===== src/rtl/arb_pkg.sv =====
`default_nettype none
// ============================================================================
//  Module      : arb_pkg
//  Description : Shared constants and grant-decode helpers for the arbiter
//                and its downstream blocks.
//  Revision    : 1.0 - initial release
// ============================================================================
package arb_pkg;

   localparam int N_CLIENTS = 8;
   localparam int ID_W      = 3;

   // OR-reduction encoder; only meaningful for a one-hot input.
   function automatic logic [ID_W-1:0] onehot_to_idx(input logic [N_CLIENTS-1:0] oh);
      logic [ID_W-1:0] idx;
      idx = '0;
      for (int i = 0; i < N_CLIENTS; i++) begin
         if (oh[i]) idx = idx | ID_W'(i);
      end
      return idx;
   endfunction

   function automatic logic is_onehot(input logic [N_CLIENTS-1:0] v);
      return (v != '0) && ((v & (v - N_CLIENTS'(1))) == '0);
   endfunction

endpackage
`default_nettype wire


===== src/rtl/sync_fifo.sv =====
`default_nettype none
// ============================================================================
//  Module      : sync_fifo
//  Description : Single-clock FIFO with registered pointers and occupancy
//                count; read data is the registered head (no fall-through).
//  Revision    : 1.0 - initial release
// ============================================================================
module sync_fifo #(
   parameter int WIDTH = 11,
   parameter int DEPTH = 4
) (
   input  logic                       clk,
   input  logic                       rst_n,
   input  logic                       push,
   input  logic                       pop,
   input  logic [WIDTH-1:0]           wdata,
   output logic [WIDTH-1:0]           rdata,
   output logic [$clog2(DEPTH):0]     count,
   output logic                       full,
   output logic                       empty
);

   localparam int PTR_W = $clog2(DEPTH);
   localparam int CNT_W = PTR_W + 1;
   localparam logic [CNT_W-1:0] c_depth = CNT_W'(DEPTH);

   logic [WIDTH-1:0] r_mem [DEPTH];
   logic [PTR_W-1:0] r_wr_ptr;
   logic [PTR_W-1:0] r_rd_ptr;
   logic [CNT_W-1:0] r_count;
   logic             w_do_pop;

   // Popping an empty FIFO is ignored so the count can never underflow.
   assign w_do_pop = pop && (r_count != '0);

   always_ff @(posedge clk or negedge rst_n) begin
      if (!rst_n) begin
         r_wr_ptr <= '0;
         r_rd_ptr <= '0;
         r_count  <= '0;
      end else begin
         if (push)     r_wr_ptr <= r_wr_ptr + PTR_W'(1);
         if (w_do_pop) r_rd_ptr <= r_rd_ptr + PTR_W'(1);
         r_count <= r_count + CNT_W'(push) - CNT_W'(w_do_pop);
      end
   end

   always_ff @(posedge clk) begin
      if (push) r_mem[r_wr_ptr] <= wdata;
   end

   assign rdata = r_mem[r_rd_ptr];
   assign count = r_count;
   assign full  = (r_count == c_depth);
   assign empty = (r_count == '0);

endmodule
`default_nettype wire


===== src/rtl/gnt_to_stream.sv =====
`default_nettype none
// ============================================================================
//  Module      : gnt_to_stream
//  Description : Captures the granted client word into a FIFO, presents it
//                as a valid/ready stream, and drives ack/stall back upstream.
//  Revision    : 1.0 - initial release
// ============================================================================
module gnt_to_stream
   import arb_pkg::*;
#(
   parameter int DATA_W = 8,
   parameter int DEPTH  = 4
) (
   input  logic                          clk,
   input  logic                          rst_n,
   input  logic [N_CLIENTS-1:0]          gnt,
   input  logic [N_CLIENTS*DATA_W-1:0]   cl_data,
   output logic [N_CLIENTS-1:0]          ack,
   output logic                          stall,
   output logic                          out_valid,
   output logic [DATA_W-1:0]             out_data,
   output logic [ID_W-1:0]               out_id,
   input  logic                          out_ready,
   output logic                          onehot_err,
   output logic                          overflow_err
);

   localparam int CNT_W = $clog2(DEPTH) + 1;
   localparam int ENT_W = ID_W + DATA_W;
   localparam logic [CNT_W-1:0] c_stall_lvl = CNT_W'(DEPTH - 1);

   logic                 w_onehot;
   logic                 w_multi;
   logic [ID_W-1:0]      w_idx;
   logic [DATA_W-1:0]    w_data;
   logic                 w_pop;
   logic                 w_push;
   logic                 w_full;
   logic                 w_empty;
   logic [CNT_W-1:0]     w_count;
   logic [ENT_W-1:0]     w_rdata;
   logic [N_CLIENTS-1:0] r_ack;
   logic                 r_onehot_err;
   logic                 r_overflow_err;

   assign w_onehot = is_onehot(gnt);
   assign w_multi  = (gnt != '0) && !w_onehot;
   assign w_idx    = onehot_to_idx(gnt);

   // AND-OR mux keyed directly on the grant bits.
   always_comb begin
      w_data = '0;
      for (int i = 0; i < N_CLIENTS; i++) begin
         if (gnt[i]) w_data = w_data | cl_data[i*DATA_W +: DATA_W];
      end
   end

   assign w_pop  = out_valid && out_ready;
   assign w_push = w_onehot && (!w_full || w_pop);

   sync_fifo #(
      .WIDTH (ENT_W),
      .DEPTH (DEPTH)
   ) u_fifo (
      .clk   (clk),
      .rst_n (rst_n),
      .push  (w_push),
      .pop   (w_pop),
      .wdata ({w_idx, w_data}),
      .rdata (w_rdata),
      .count (w_count),
      .full  (w_full),
      .empty (w_empty)
   );

   always_ff @(posedge clk or negedge rst_n) begin
      if (!rst_n) begin
         r_ack          <= '0;
         r_onehot_err   <= 1'b0;
         r_overflow_err <= 1'b0;
      end else begin
         r_ack <= w_push ? (N_CLIENTS'(1) << w_idx) : '0;
         if (w_multi) r_onehot_err <= 1'b1;
         if (w_onehot && w_full && !w_pop) r_overflow_err <= 1'b1;
      end
   end

   // One slot of headroom covers the single grant already in flight.
   assign stall        = (w_count >= c_stall_lvl);
   assign out_valid    = !w_empty;
   assign out_id       = w_rdata[ENT_W-1 -: ID_W];
   assign out_data     = w_rdata[DATA_W-1:0];
   assign ack          = r_ack;
   assign onehot_err   = r_onehot_err;
   assign overflow_err = r_overflow_err;

endmodule
`default_nettype wire

===== config.mk =====
export PLATFORM = sky130hd
export DESIGN_NAME = gnt_to_stream
export DESIGN_NICKNAME = d
export VERILOG_FILES = /design/src/rtl/arb_pkg.sv /design/src/rtl/sync_fifo.sv /design/src/rtl/gnt_to_stream.sv
export SDC_FILE = /design/constraint.sdc
export NUM_CORES = 1
export LEC_CHECK = 0
export CORE_UTILIZATION = 49
export CTS_CLUSTER_SIZE = 12
export DETAILED_ROUTE_END_ITERATION = 8
export PLACE_DENSITY = 0.86
export SLEW_MARGIN = 20
export SYNTH_ARGS = -nofsm -noshare
export SYNTH_HDL_FRONTEND = slang
export SYNTH_SLANG_ARGS = --single-unit

===== constraint.sdc =====
create_clock -name clk -period 6.02 [get_ports clk]
set_input_delay 1.204 -clock clk [delete_from_list [all_inputs] [get_ports clk]]
set_output_delay 1.204 -clock clk [all_outputs]
set_load 0.05 [all_outputs]

==> flow_summary_export.csv, run 1 <==
group,metric,value,unit
routing,detail_route.wl_per_cell,17.86,um
global_routing,grt_pass1_wl,10.48,mm
global_routing,grt_antenna_before_repair,0,
routing,wl_met2,3.401,mm
worst_setup_path,timing.critical_path.cells,"clkdlybuf4s50_1 > or4_1 > nor2_1 > or4_1 > and3_1 > inv_2 > ha_1 > inv_1 > ha_1 > inv_1 > fa_1 > xnor2_1",
global_routing,track_usage,23.54,%
global_routing,grt_overflow_total,0,
sta,rsz0062_at_grt,"false",
worst_setup_path,r2r_start,"u_fifo.count[1]$_DFF_PN0_",
worst_setup_path,worst_path_dominant_cell_family,"simple AND/OR/NAND/NOR gates",
die,design.core.area,5540,um2
power_and_ir_drop,vdd_ir_drop_max,0.0002708,V
worst_setup_path,critical_path.n_buffers_inverters,4,
sta,post-route-worst-setup-slack,1.871,ns
cells_and_area,antenna_cells_inserted,0,
sta,max_freq,0.2410,GHz
placement,finalWeightedCongestion,0.7918,
routing,met1Wirelength,2.509,mm
global_routing,grt_pass1_vias,2194,
synthesis,synthCells,195,
die,number_of_placement_rows,27,
worst_hold_path,hold_class,"register to register",
sta,setup_viol,0,
synthesis,synth.avg_cell_area,14.51,um2
power_and_ir_drop,power.leakage,1.447,nW
worst_setup_path,setup.worst_path.end,"u_fifo.count[2]$_DFF_PN0_",
worst_setup_path,regToRegEndpoint,"u_fifo.count[2]$_DFF_PN0_",
sta,finalHoldViolCount,0,
sta,finalClockSkew,0.004038,ns
cells_and_area,final_cell_mix,"97 x sky130_fd_sc_hd__clkdlybuf4s50_1, 44 x sky130_fd_sc_hd__edfxtp_1, 32 x sky130_fd_sc_hd__a22oi_1, 17 x sky130_fd_sc_hd__dfrtp_1, 11 x sky130_fd_sc_hd__mux4_2",
clock_network,clock_sink_count,61,
placement,dp_hpwl,4.677,mm
synthesis,netlist_area,2829,um2
power_and_ir_drop,report.power.total,1.435,mW
worst_setup_path,worst-path-max-fanout,18,
sta,slew-limit-headroom,48.03,%
routing,top_routing_layer_in_use,"met4",
synthesis,synth.yosys.seq_area_share,61.74,%
die,floorplan.die.height,77.98,um
clock_network,insertion_delay,0.33,ns
power_and_ir_drop,p_per_area,355.6,nW/um2
worst_setup_path,r2r.worst_path.cells,9,
synthesis,postSynthNetCount,278,
cells_and_area,num-nets-final,373,
die,floorplan.initialDensity,51.06,%
job,drv_cap,0,
worst_setup_path,setup.worst_path.end_class,"register",
synthesis,synth-seq-cells,61,
routing,detailroute.wirelength.met3,505,um
die,pin_count,98,
clock_network,ctsHtreeMaxLevel,3,
sta,totalNegativeSetupSlack,0,ns
clock_network,buffer_cell_driving_the_clock_tree_root,"sky130_fd_sc_hd__clkbuf_8",
placement,detailedPlace.worstSlack,1.581,ns
routing,drt_first_pass_iters,4,
worst_setup_path,setup_crit_start,"gnt[5]",
sta,worstMarginPinSlew,0.7795,ns
routing,num_vias,2168,
clock_network,clk_transition_reported_paths,0.06,ns
cells_and_area,share_of_cells_above_drive_strength_1,9.492,%
worst_setup_path,critical_path_required,6.23,ns
clock_network,postCtsSetupRepairBufs,0,
worst_setup_path,cp.depth,12,
sta,finalMaxSlewViolations,0,
sta,fin_crit,4.149,ns
worst_setup_path,arrival_time_of_data_at_the_critical_path_endpoint,4.36,ns
routing,drcViolationCount,0,
routing,post_drt_via_cell_ratio,5.907,
worst_setup_path,critPathLaunchType,"primary input",
routing,final_antenna_violating_net_count,0,
routing,wirelength,6.555,mm
synthesis,synth_cell_type_count,33,
die,full_die_area,6081,um2
routing,drt_first_iter_violations,123,
placement,place.detailed.instances,351,
placement,buffer_ports.inserted,97,
clock_network,tritoncts,"built",
outcome,outcome,"finished, final reports clean",
clock_network,cts_inserted_buffers,9,
cells_and_area,flow.area_growth_from_synthesis,42.59,%
worst_setup_path,critPathMaxStageDelay,0.78,ns
cells_and_area,post_layout_nonfiller_instances,367,
clock_network,cts_buffer_depth,2,
clock_network,ctsHoldBuffers,0,
sta,finalCritPeriodShare,68.92,%
synthesis,number_of_synthesis_warnings,0,
cells_and_area,final_area,4034,um2
global_routing,pin_count_of_the_biggest_net_entering_global_routing,19,
placement,dpl_cell_area,3829,um2
worst_setup_path,setup.reg_to_reg.worst_slack,3.59,ns
worst_setup_path,critical_path.slowest_cell,"sky130_fd_sc_hd__or4_1",
cells_and_area,most_common_cell_after_layout_fill_and_taps_aside,"sky130_fd_sc_hd__clkdlybuf4s50_1",
worst_setup_path,setup.worst_path.class,"primary input to register",
clock_network,cts_repair_resize_count,0,
die,floorplan.die.width,77.98,um
==> worst reg2reg max path, delay by kind of cell (launching register included) <==
kind	cells	cell delay, ns
AND/OR/NAND/NOR	2	0.86
adder cells (fa/ha/maj)	3	0.71
flip-flops	1	0.45
buffers and inverters	3	0.17
XOR/XNOR	1	0.14
==> cells by family (layout without fill, tap and decap cells) <==
kind of cell | after synthesis | after routing | synth area share, %
mux | 12 | 12 | 9.288
compound gates | 40 | 40 | 10.31
fa+ha+maj | 8 | 8 | 3.804
xor+xnor | 4 | 4 | 1.239
simple gates | 49 | 49 | 10.39
flops | 61 | 61 | 61.74
buf+inv | 21 | 121 | 3.229
==> where the power goes <==
group          leakage [nW]  total [mW]  internal [mW]  switching (mW)
clock                 0.105       0.374          0.229           0.145
sequential            0.599       0.543          0.481          0.0619
combinational         0.743       0.518          0.235           0.283
total                  1.45        1.43          0.945           0.490
==> state kept, by name, summed over array words and instances, names as in the netlist <==
signal	cells
u_fifo.r_rd_ptr	2
onehot_err	1
overflow_err	1
ack	8
u_fifo.r_mem	44
u_fifo.r_wr_ptr	2
u_fifo.count	3
==> synthesized netlist by cell type <==
cell type	n	area share, %
sky130_fd_sc_hd__nand4_1	8	1.8
sky130_fd_sc_hd__nor2_1	5	0.66
sky130_fd_sc_hd__edfxtp_1	44	47
sky130_fd_sc_hd__nor3_1	3	0.53
sky130_fd_sc_hd__inv_2	2	0.27
sky130_fd_sc_hd__xnor2_1	3	0.93
sky130_fd_sc_hd__nor4_1	6	1.3
sky130_fd_sc_hd__o21bai_1	1	0.27
sky130_fd_sc_hd__dfrtp_1	17	15
sky130_fd_sc_hd__o21ai_0	3	0.53
sky130_fd_sc_hd__nand3_1	2	0.35
sky130_fd_sc_hd__buf_1	2	0.27
sky130_fd_sc_hd__nor4_2	1	0.44
sky130_fd_sc_hd__or4_1	6	1.6
sky130_fd_sc_hd__a211oi_1	1	0.27
sky130_fd_sc_hd__mux2_4	1	0.53
sky130_fd_sc_hd__a21oi_1	2	0.35
sky130_fd_sc_hd__mux4_2	11	8.8
sky130_fd_sc_hd__and2_1	6	1.3
sky130_fd_sc_hd__and3_1	1	0.22
sky130_fd_sc_hd__buf_6	1	0.40
sky130_fd_sc_hd__clkbuf_1	6	0.80
sky130_fd_sc_hd__fa_1	1	0.71
sky130_fd_sc_hd__or3_1	2	0.44
sky130_fd_sc_hd__inv_1	6	0.80
sky130_fd_sc_hd__a2111o_1	1	0.40
sky130_fd_sc_hd__xor2_1	1	0.31
sky130_fd_sc_hd__buf_2	4	0.71
sky130_fd_sc_hd__or2_1	1	0.22
sky130_fd_sc_hd__ha_1	7	3.1
sky130_fd_sc_hd__and4b_1	2	0.71
sky130_fd_sc_hd__nand2_1	6	0.80
sky130_fd_sc_hd__a22oi_1	32	8.5
==> metal layers <==
metal	vias up	GRT usage (%)
met1	1054	28.55
li1	977	-
met5	-	0
met4	0	12.96
met3	15	3.882
met2	122	40.09
==> layout make-up <==
class / instances / area [um2]
flip-flops and latches: 61 / 1747
fillers: 393 / 1506
multi-input cells: 113 / 991.0
repair buffers: 97 / 970.9
clock buffers: 10 / 127.6
well taps: 72 / 90.09
clock inverters: 6 / 77.57
inverters: 8 / 30.03
==> worst min-delay path by stage <==
| stage | cells after the start | end | from |
|---|---|---|---|
| final | 1 | onehot_err$_DFFE_PN0P_ | onehot_err$_DFFE_PN0P_ |
| after global routing | 1 | overflow_err$_DFFE_PN0P_ | overflow_err$_DFFE_PN0P_ |
| after CTS | 1 | onehot_err$_DFFE_PN0P_ | onehot_err$_DFFE_PN0P_ |
| after detailed placement | 1 | onehot_err$_DFFE_PN0P_ | onehot_err$_DFFE_PN0P_ |
| after global placement | 1 | onehot_err$_DFFE_PN0P_ | onehot_err$_DFFE_PN0P_ |
| after floorplan | 1 | u_fifo.count[0]$_DFF_PN0_ | u_fifo.count[0]$_DFF_PN0_ |
==> stage by stage <==
step | hold WS, ns | utilization [%]
2_1_floorplan | 0.5259 | -
3_3_place_gp | 0.4481 | 69.11
3_5_place_dp | 0.4544 | 69.11
4_1_cts | 0.4673 | 72.81
5_1_grt | 0.4930 | 72.81
6_report | 0.4671 | 72.81
(Power assumes the default switching activity.)
==> run 2, diff against run 1 <==
--- a/config.mk
+++ b/config.mk
@@ -5,10 +5,10 @@
 export SDC_FILE = /design/constraint.sdc
 export NUM_CORES = 1
 export LEC_CHECK = 0
-export CORE_UTILIZATION = 49
+export CORE_UTILIZATION = 45
 export CTS_CLUSTER_SIZE = 12
 export DETAILED_ROUTE_END_ITERATION = 8
-export PLACE_DENSITY = 0.86
+export PLACE_DENSITY = 0.8
 export SLEW_MARGIN = 20
 export SYNTH_ARGS = -nofsm -noshare
 export SYNTH_HDL_FRONTEND = slang
==> constraint.sdc (replaced) <==
create_clock -name clk -period 3.93 [get_ports clk]
set_input_delay 0.786 -clock clk [delete_from_list [all_inputs] [get_ports clk]]
set_output_delay 0.786 -clock clk [all_outputs]
set_load 0.05 [all_outputs]
==> flow_summary_export.csv, run 2 (synthesized netlist as in run 1, its figures left out) <==
group,metric,value,unit
outcome,outcome,"finished, final reports clean",
worst_setup_path,arrival_time_of_data_at_the_critical_path_endpoint,3.62,ns
cells_and_area,post_layout_nonfiller_instances,383,
clock_network,postCtsSetupRepairBufs,0,
cells_and_area,most_common_cell_after_layout_fill_and_taps_aside,"sky130_fd_sc_hd__clkdlybuf4s50_1",
sta,setup_viol,0,
cells_and_area,final_cell_mix,"97 x sky130_fd_sc_hd__clkdlybuf4s50_1, 44 x sky130_fd_sc_hd__edfxtp_1, 32 x sky130_fd_sc_hd__a22oi_1, 17 x sky130_fd_sc_hd__dfrtp_1, 13 x sky130_fd_sc_hd__buf_4",
sta,rsz0062_at_grt,"false",
sta,finalClockSkew,0.009214,ns
sta,slew-limit-headroom,47.39,%
sta,hold_slack,0.4637,ns
cells_and_area,flow.area_growth_from_synthesis,45.38,%
clock_network,ctsHtreeMaxLevel,3,
worst_setup_path,worst-path-max-fanout,9,
worst_setup_path,setup.worst_path.end_class,"register",
sta,totalNegativeSetupSlack,0,ns
power_and_ir_drop,report.power.total,2.159,mW
placement,dp_hpwl,5.191,mm
die,floorplan.die.height,81.29,um
worst_hold_path,worstHoldPathCells,1,
die,floorplan.initialDensity,47.22,%
routing,final_antenna_violating_net_count,0,
power_and_ir_drop,power.leakage,1.496,nW
global_routing,grt_pass1_wl,11.16,mm
global_routing,grt_pass1_vias,2325,
routing,post_drt_via_cell_ratio,5.783,
clock_network,clk_transition_reported_paths,0.07,ns
global_routing,pin_count_of_the_biggest_net_entering_global_routing,18,
routing,drt_first_pass_iters,4,
clock_network,cts_inserted_buffers,9,
die,pin_count,98,
sta,finalMaxSlewViolations,0,
sta,finalHoldViolCount,0,
routing,wirelength,6.912,mm
power_and_ir_drop,pwr-share-seq,37.8,%
worst_setup_path,setup.worst_path.class,"primary input to register",
sta,max_freq,0.2937,GHz
die,full_die_area,6607,um2
power_and_ir_drop,cellInternalPower,1.399,mW
worst_setup_path,critPathLaunchType,"primary input",
worst_setup_path,critical_path_required,4.14,ns
routing,drcViolationCount,0,
clock_network,insertion_delay,0.32,ns
placement,buffer_ports.inserted,97,
global_routing,grt_antenna_before_repair,0,
sta,worstMarginPinSlew,0.7866,ns
global_routing,grt_overflow_total,0,
cells_and_area,largest_reg_flops,44,
clock_network,tritoncts,"built",
worst_setup_path,r2r.worst_path.cells,9,
cells_and_area,antenna_cells_inserted,0,
die,number_of_placement_rows,28,
power_and_ir_drop,p_per_area,525.0,nW/um2
power_and_ir_drop,comb_power_share,38.4,%
power_and_ir_drop,power.share.clock,23.8,%
cells_and_area,registers.top_by_ff_count,"u_fifo.r_mem",
global_routing,track_usage,23.40,%
clock_network,cts_buffer_depth,2,
placement,place.detailed.instances,367,
job,drv_cap,0,
routing,drt_first_iter_violations,106,
routing,num_vias,2215,
die,design.core.area,5991,um2
clock_network,buffer_cell_driving_the_clock_tree_root,"sky130_fd_sc_hd__clkbuf_8",
cells_and_area,share_of_cells_above_drive_strength_1,13.31,%
clock_network,ctsHoldBuffers,0,
cells_and_area,num-nets-final,386,
cells_and_area,final.fill_count,421,
worst_hold_path,hold_class,"register to register",
routing,detail_route.wl_per_cell,18.05,um
sta,fin_crit,3.405,ns
power_and_ir_drop,p_sw_share,35.20,%
clock_network,clock_sink_count,61,
die,floorplan.die.width,81.29,um
sta,finalCritPeriodShare,86.64,%
power_and_ir_drop,power.switching,0.7601,mW
power_and_ir_drop,vdd_ir_drop_max,0.0003687,V
clock_network,cts_repair_resize_count,0,
placement,finalWeightedCongestion,0.7813,
run 2: changes by cell type in the layout (fill, tap and decap cells not counted):
| cell | before | now |
|---|---|---|
| sky130_fd_sc_hd__clkinvlp_4 | 0 | 1 |
| sky130_fd_sc_hd__clkbuf_1 | 1 | 2 |
| sky130_fd_sc_hd__buf_4 | 0 | 13 |
| sky130_fd_sc_hd__bufinv_16 | 2 | 1 |
| sky130_fd_sc_hd__clkinv_1 | 2 | 1 |
run 2: power by group through the flow:
stage | sequential [mW] | clock, mW | combinational, mW
final | 0.817 | 0.513 | 0.829
after floorplan | 0.796 | 0 | 0.564
after CTS | 0.818 | 0.520 | 0.833
after global routing | 0.828 | 0.544 | 0.884
after detailed placement | 0.828 | 0 | 0.831
after global placement | 0.825 | 0 | 0.813
run 2: area by class of cell:
class | instances | area (um2) | area share (%)
Sequential cell | 61 | 1747 | 42.47
Timing Repair Buffer | 110 | 1069 | 25.98
Multi-Input combinational cell | 113 | 991.0 | 24.09
Clock buffer | 11 | 131.4 | 3.194
Tap cell | 75 | 93.84 | 2.282
Clock inverter | 5 | 51.30 | 1.247
Inverter | 8 | 30.03 | 0.7301
run 2: worst max-delay path: stages:
cell	delay [ns]
sky130_fd_sc_hd__clkdlybuf4s50_1	0.56
sky130_fd_sc_hd__or4_1	0.61
sky130_fd_sc_hd__nor4_1	0.27
sky130_fd_sc_hd__or4_1	0.15
sky130_fd_sc_hd__and3_1	0.19
sky130_fd_sc_hd__inv_2	0.04
sky130_fd_sc_hd__ha_1	0.26
sky130_fd_sc_hd__inv_1	0.06
sky130_fd_sc_hd__ha_1	0.13
sky130_fd_sc_hd__inv_1	0.05
sky130_fd_sc_hd__fa_1	0.48
sky130_fd_sc_hd__inv_1	0.04
run 2: through the flow:
stage / util [%] / area, um2 / worst slack, ns
after floorplan: - / 2829 / 0.7922
after global placement: 65.60 / 3930 / 0.3522
after detailed placement: 65.60 / 3930 / 0.2364
after CTS: 68.65 / 4113 / 0.5678
after global routing: 68.65 / 4113 / 0.4130
final: 68.65 / 4113 / 0.5251
run 2: path summary, 6_finish.rpt:
| kind | to | slack [ns] | from |
|---|---|---|---|
| setup / recovery | u_fifo.count[1]$_DFF_PN0_ | 0.53 | gnt[1] |
| hold / removal | onehot_err$_DFFE_PN0P_ | 0.46 | onehot_err$_DFFE_PN0P_ |
| setup reg to reg | u_fifo.count[1]$_DFF_PN0_ | 1.59 | u_fifo.count[0]$_DFF_PN0_ |
| hold reg to reg | onehot_err$_DFFE_PN0P_ | 0.46 | onehot_err$_DFFE_PN0P_ |
| max in group asynchronous | u_fifo.count[1]$_DFF_PN0_ | 2.51 | rst_n |
| min in group asynchronous | ack[6]$_DFF_PN0_ | 0.92 | rst_n |
run 2: layer usage:
metal / routed length, um / global-route usage, % / up-vias
met4: 136 / 9.286 / 0
met1: 2696 / 29.12 / 1075
li1: - / - / 1005
met2: 3582 / 39.25 / 121
met5: 0 / 0 / -
met3: 497 / 5.506 / 14
==> run 3, diff against run 2 <==
--- a/config.mk
+++ b/config.mk
@@ -5,7 +5,8 @@
 export SDC_FILE = /design/constraint.sdc
 export NUM_CORES = 1
 export LEC_CHECK = 0
-export CORE_UTILIZATION = 45
+export ABC_AREA = 1
+export CORE_UTILIZATION = 46
 export CTS_CLUSTER_SIZE = 12
 export DETAILED_ROUTE_END_ITERATION = 8
 export PLACE_DENSITY = 0.8
==> flow_summary_export.csv, run 3 <==
group,metric,value,unit
worst_setup_path,worst-path-max-fanout,22,
synthesis,synthCells,295,
routing,final_antenna_violating_net_count,0,
sta,max_freq,0.2953,GHz
sta,finalCritPeriodShare,86.16,%
clock_network,buffer_cell_driving_the_clock_tree_root,"sky130_fd_sc_hd__clkbuf_8",
clock_network,clk_transition_reported_paths,0.07,ns
clock_network,ctsHtreeMaxLevel,3,
synthesis,netlist.top_cell.by_area,"sky130_fd_sc_hd__edfxtp_1",
synthesis,synth.avg_cell_area,10.30,um2
routing,detail_route.wl_per_cell,14.87,um
die,number_of_placement_rows,29,
clock_network,cts_inserted_buffers,9,
die,floorplan.initialDensity,47.86,%
synthesis,synth.yosys.seq_area_share,57.47,%
placement,finalWeightedCongestion,0.8626,
sta,finalMaxSlewViolations,0,
clock_network,insertion_delay,0.33,ns
cells_and_area,final_cell_mix,"97 x sky130_fd_sc_hd__clkdlybuf4s50_1, 67 x sky130_fd_sc_hd__nand2_1, 44 x sky130_fd_sc_hd__edfxtp_1, 32 x sky130_fd_sc_hd__nor2_1, 25 x sky130_fd_sc_hd__inv_1",
clock_network,cts_buffer_depth,2,
die,design.core.area,6350,um2
worst_setup_path,setup.worst_path.class,"register to output port",
job,drv_cap,0,
die,pin_count,98,
sta,fin_crit,3.386,ns
cells_and_area,flow.area_growth_from_synthesis,39.11,%
routing,wirelength,7.047,mm
sta,worstMarginPinSlew,0.7112,ns
worst_hold_path,worstHoldPathCells,2,
sta,totalNegativeSetupSlack,0,ns
die,full_die_area,6936,um2
synthesis,synth_top_area_share,43.47,%
clock_network,tritoncts,"built",
placement,dp_hpwl,5.469,mm
sta,setup_viol,0,
synthesis,commonest_cells_in_the_synthesized_netlist,"67 x sky130_fd_sc_hd__nand2_1, 44 x sky130_fd_sc_hd__edfxtp_1, 32 x sky130_fd_sc_hd__nor2_1, 25 x sky130_fd_sc_hd__inv_1, 23 x sky130_fd_sc_hd__o21ai_0",
power_and_ir_drop,p_per_area,545.2,nW/um2
die,floorplan.die.height,83.28,um
global_routing,grt_antenna_before_repair,0,
routing,num_vias,2467,
routing,drcViolationCount,0,
clock_network,cts_repair_resize_count,0,
sta,slew-limit-headroom,52.44,%
synthesis,synth_area_leaders,"sky130_fd_sc_hd__edfxtp_1 43%, sky130_fd_sc_hd__dfrtp_1 14%, sky130_fd_sc_hd__nand2_1 8.3%, sky130_fd_sc_hd__nor2_1 4.0%, sky130_fd_sc_hd__o21ai_0 3.8%",
clock_network,ctsHoldBuffers,0,
clock_network,postCtsSetupRepairBufs,0,
routing,post_drt_via_cell_ratio,5.205,
cells_and_area,final.fill_count,506,
routing,drt_first_iter_violations,154,
synthesis,cell_with_the_most_instances_after_synthesis,"sky130_fd_sc_hd__nand2_1",
cells_and_area,share_of_cells_above_drive_strength_1,10.33,%
global_routing,track_usage,21.65,%
worst_hold_path,hold_class,"register to register",
sta,finalClockSkew,0.006978,ns
synthesis,synth-seq-cells,61,
global_routing,grt_overflow_total,0,
worst_setup_path,critPathLaunchType,"register",
cells_and_area,antenna_cells_inserted,0,
cells_and_area,most_common_cell_after_layout_fill_and_taps_aside,"sky130_fd_sc_hd__clkdlybuf4s50_1",
cells_and_area,final_util,66.58,%
synthesis,edff_count_synth,44,
synthesis,netlist_area,3039,um2
synthesis,number_of_synthesis_warnings,0,
cells_and_area,registers.top_by_ff_count,"u_fifo.r_mem",
routing,drt_first_pass_iters,5,
synthesis,postSynthNetCount,378,
worst_setup_path,critical_path_required,3.14,ns
global_routing,grt_pass1_vias,2542,
sta,finalHoldViolCount,0,
placement,buffer_ports.inserted,97,
outcome,outcome,"finished, final reports clean",
clock_network,clock_sink_count,61,
placement,detailedPlace.worstSlack,0.4862,ns
cells_and_area,largest_reg_flops,44,
global_routing,pin_count_of_the_biggest_net_entering_global_routing,23,
sta,post-route-worst-setup-slack,0.5440,ns
die,floorplan.die.width,83.28,um
synthesis,synth_top_flop_cell,"sky130_fd_sc_hd__edfxtp_1",
worst_setup_path,arrival_time_of_data_at_the_critical_path_endpoint,2.60,ns
sta,rsz0062_at_grt,"false",
power_and_ir_drop,vdd_ir_drop_max,0.0004471,V
cells_and_area,num-nets-final,475,
synthesis,synth-async-reset-ratio,27.87,%
worst_setup_path,setup.worst_path.end_class,"output port",
worst_setup_path,r2r.worst_path.cells,9,
power_and_ir_drop,report.power.total,2.305,mW
global_routing,grt_pass1_wl,11.50,mm
synthesis,synth_cell_type_count,30,
power_and_ir_drop,power.leakage,1.665,nW
## run 3: changes by cell type after synthesis, moves of 6 or more
cell / change
sky130_fd_sc_hd__a221oi_1: +12
sky130_fd_sc_hd__or4_1: -6
sky130_fd_sc_hd__o21ai_0: +20
sky130_fd_sc_hd__inv_1: +19
sky130_fd_sc_hd__nor4_1: -6
sky130_fd_sc_hd__nor2_1: +27
sky130_fd_sc_hd__nand2_1: +61
sky130_fd_sc_hd__and2_1: -6
sky130_fd_sc_hd__mux4_2: -11
sky130_fd_sc_hd__o22ai_1: +11
sky130_fd_sc_hd__a22oi_1: -32
## run 3: power breakdown
part | internal (mW) | leakage, nW | switching (mW)
clock network | 0.291 | 0.0923 | 0.237
logic | 0.364 | 0.956 | 0.627
registers | 0.726 | 0.616 | 0.0589
total | 1.38 | 1.66 | 0.924
## run 3: final cells by class
class | instances | area (um2) | share of cell area, %
Sequential cell | 61 | 1747 | 41.31
Clock buffer | 10 | 127.6 | 3.019
Multi-Input combinational cell | 192 | 1095 | 25.90
Clock inverter | 6 | 63.81 | 1.509
Timing Repair Buffer | 100 | 993.5 | 23.50
Tap cell | 77 | 96.34 | 2.279
Inverter | 28 | 105.1 | 2.486
## run 3: kinds of logic (layout without fill, tap and decap cells)
kind of cell | Yosys count | after routing | share of synthesized area [%]
simple gates | 128 | 128 | 20.25
fa+ha+maj | 8 | 8 | 3.540
compound gates | 53 | 53 | 11.36
buf+inv | 42 | 144 | 6.505
xor+xnor | 3 | 3 | 0.8647
flops | 61 | 61 | 57.47
## run 3: final timing paths
path	startpoint	endpoint	slack, ns
worst max-delay path	u_fifo.r_rd_ptr[0]$_DFFE_PN0P_	out_id[0]	0.54
worst max register to register	u_fifo.count[1]$_DFF_PN0_	u_fifo.count[2]$_DFF_PN0_	1.68
max in group asynchronous	rst_n	u_fifo.r_rd_ptr[1]$_DFFE_PN0P_	2.60
worst min register to register	onehot_err$_DFFE_PN0P_	onehot_err$_DFFE_PN0P_	0.50
worst min-delay path	onehot_err$_DFFE_PN0P_	onehot_err$_DFFE_PN0P_	0.50
min in group asynchronous	rst_n	u_fifo.r_wr_ptr[1]$_DFFE_PN0P_	0.88
## run 3: routing by layer
layer / global-route usage [%] / vias to the layer above / wire [um]
met2: 39.42 / 97 / 3747
met1: 23.71 / 1147 / 2654
met4: 10.03 / 0 / 180
met5: 0 / - / 0
met3: 5.070 / 15 / 463
li1: - / 1208 / -
## run 3: per-stage QoR
step | instances | area [um2] | hold WS (ns)
after floorplan | 295 | 3039 | 0.4904
after global placement | 458 | 4036 | 0.4948
after detailed placement | 458 | 4036 | 0.4851
after CTS | 474 | 4228 | 0.5077
after global routing | 474 | 4228 | 0.5174
final | 474 | 4228 | 0.4955
## run 3: critical path, cell delays in order (launching register included)
cell	delay [ns]
sky130_fd_sc_hd__dfrtp_1	0.54
sky130_fd_sc_hd__inv_1	0.54
sky130_fd_sc_hd__o21ai_0	0.16
sky130_fd_sc_hd__o22ai_1	0.19
sky130_fd_sc_hd__clkdlybuf4s50_1	0.84
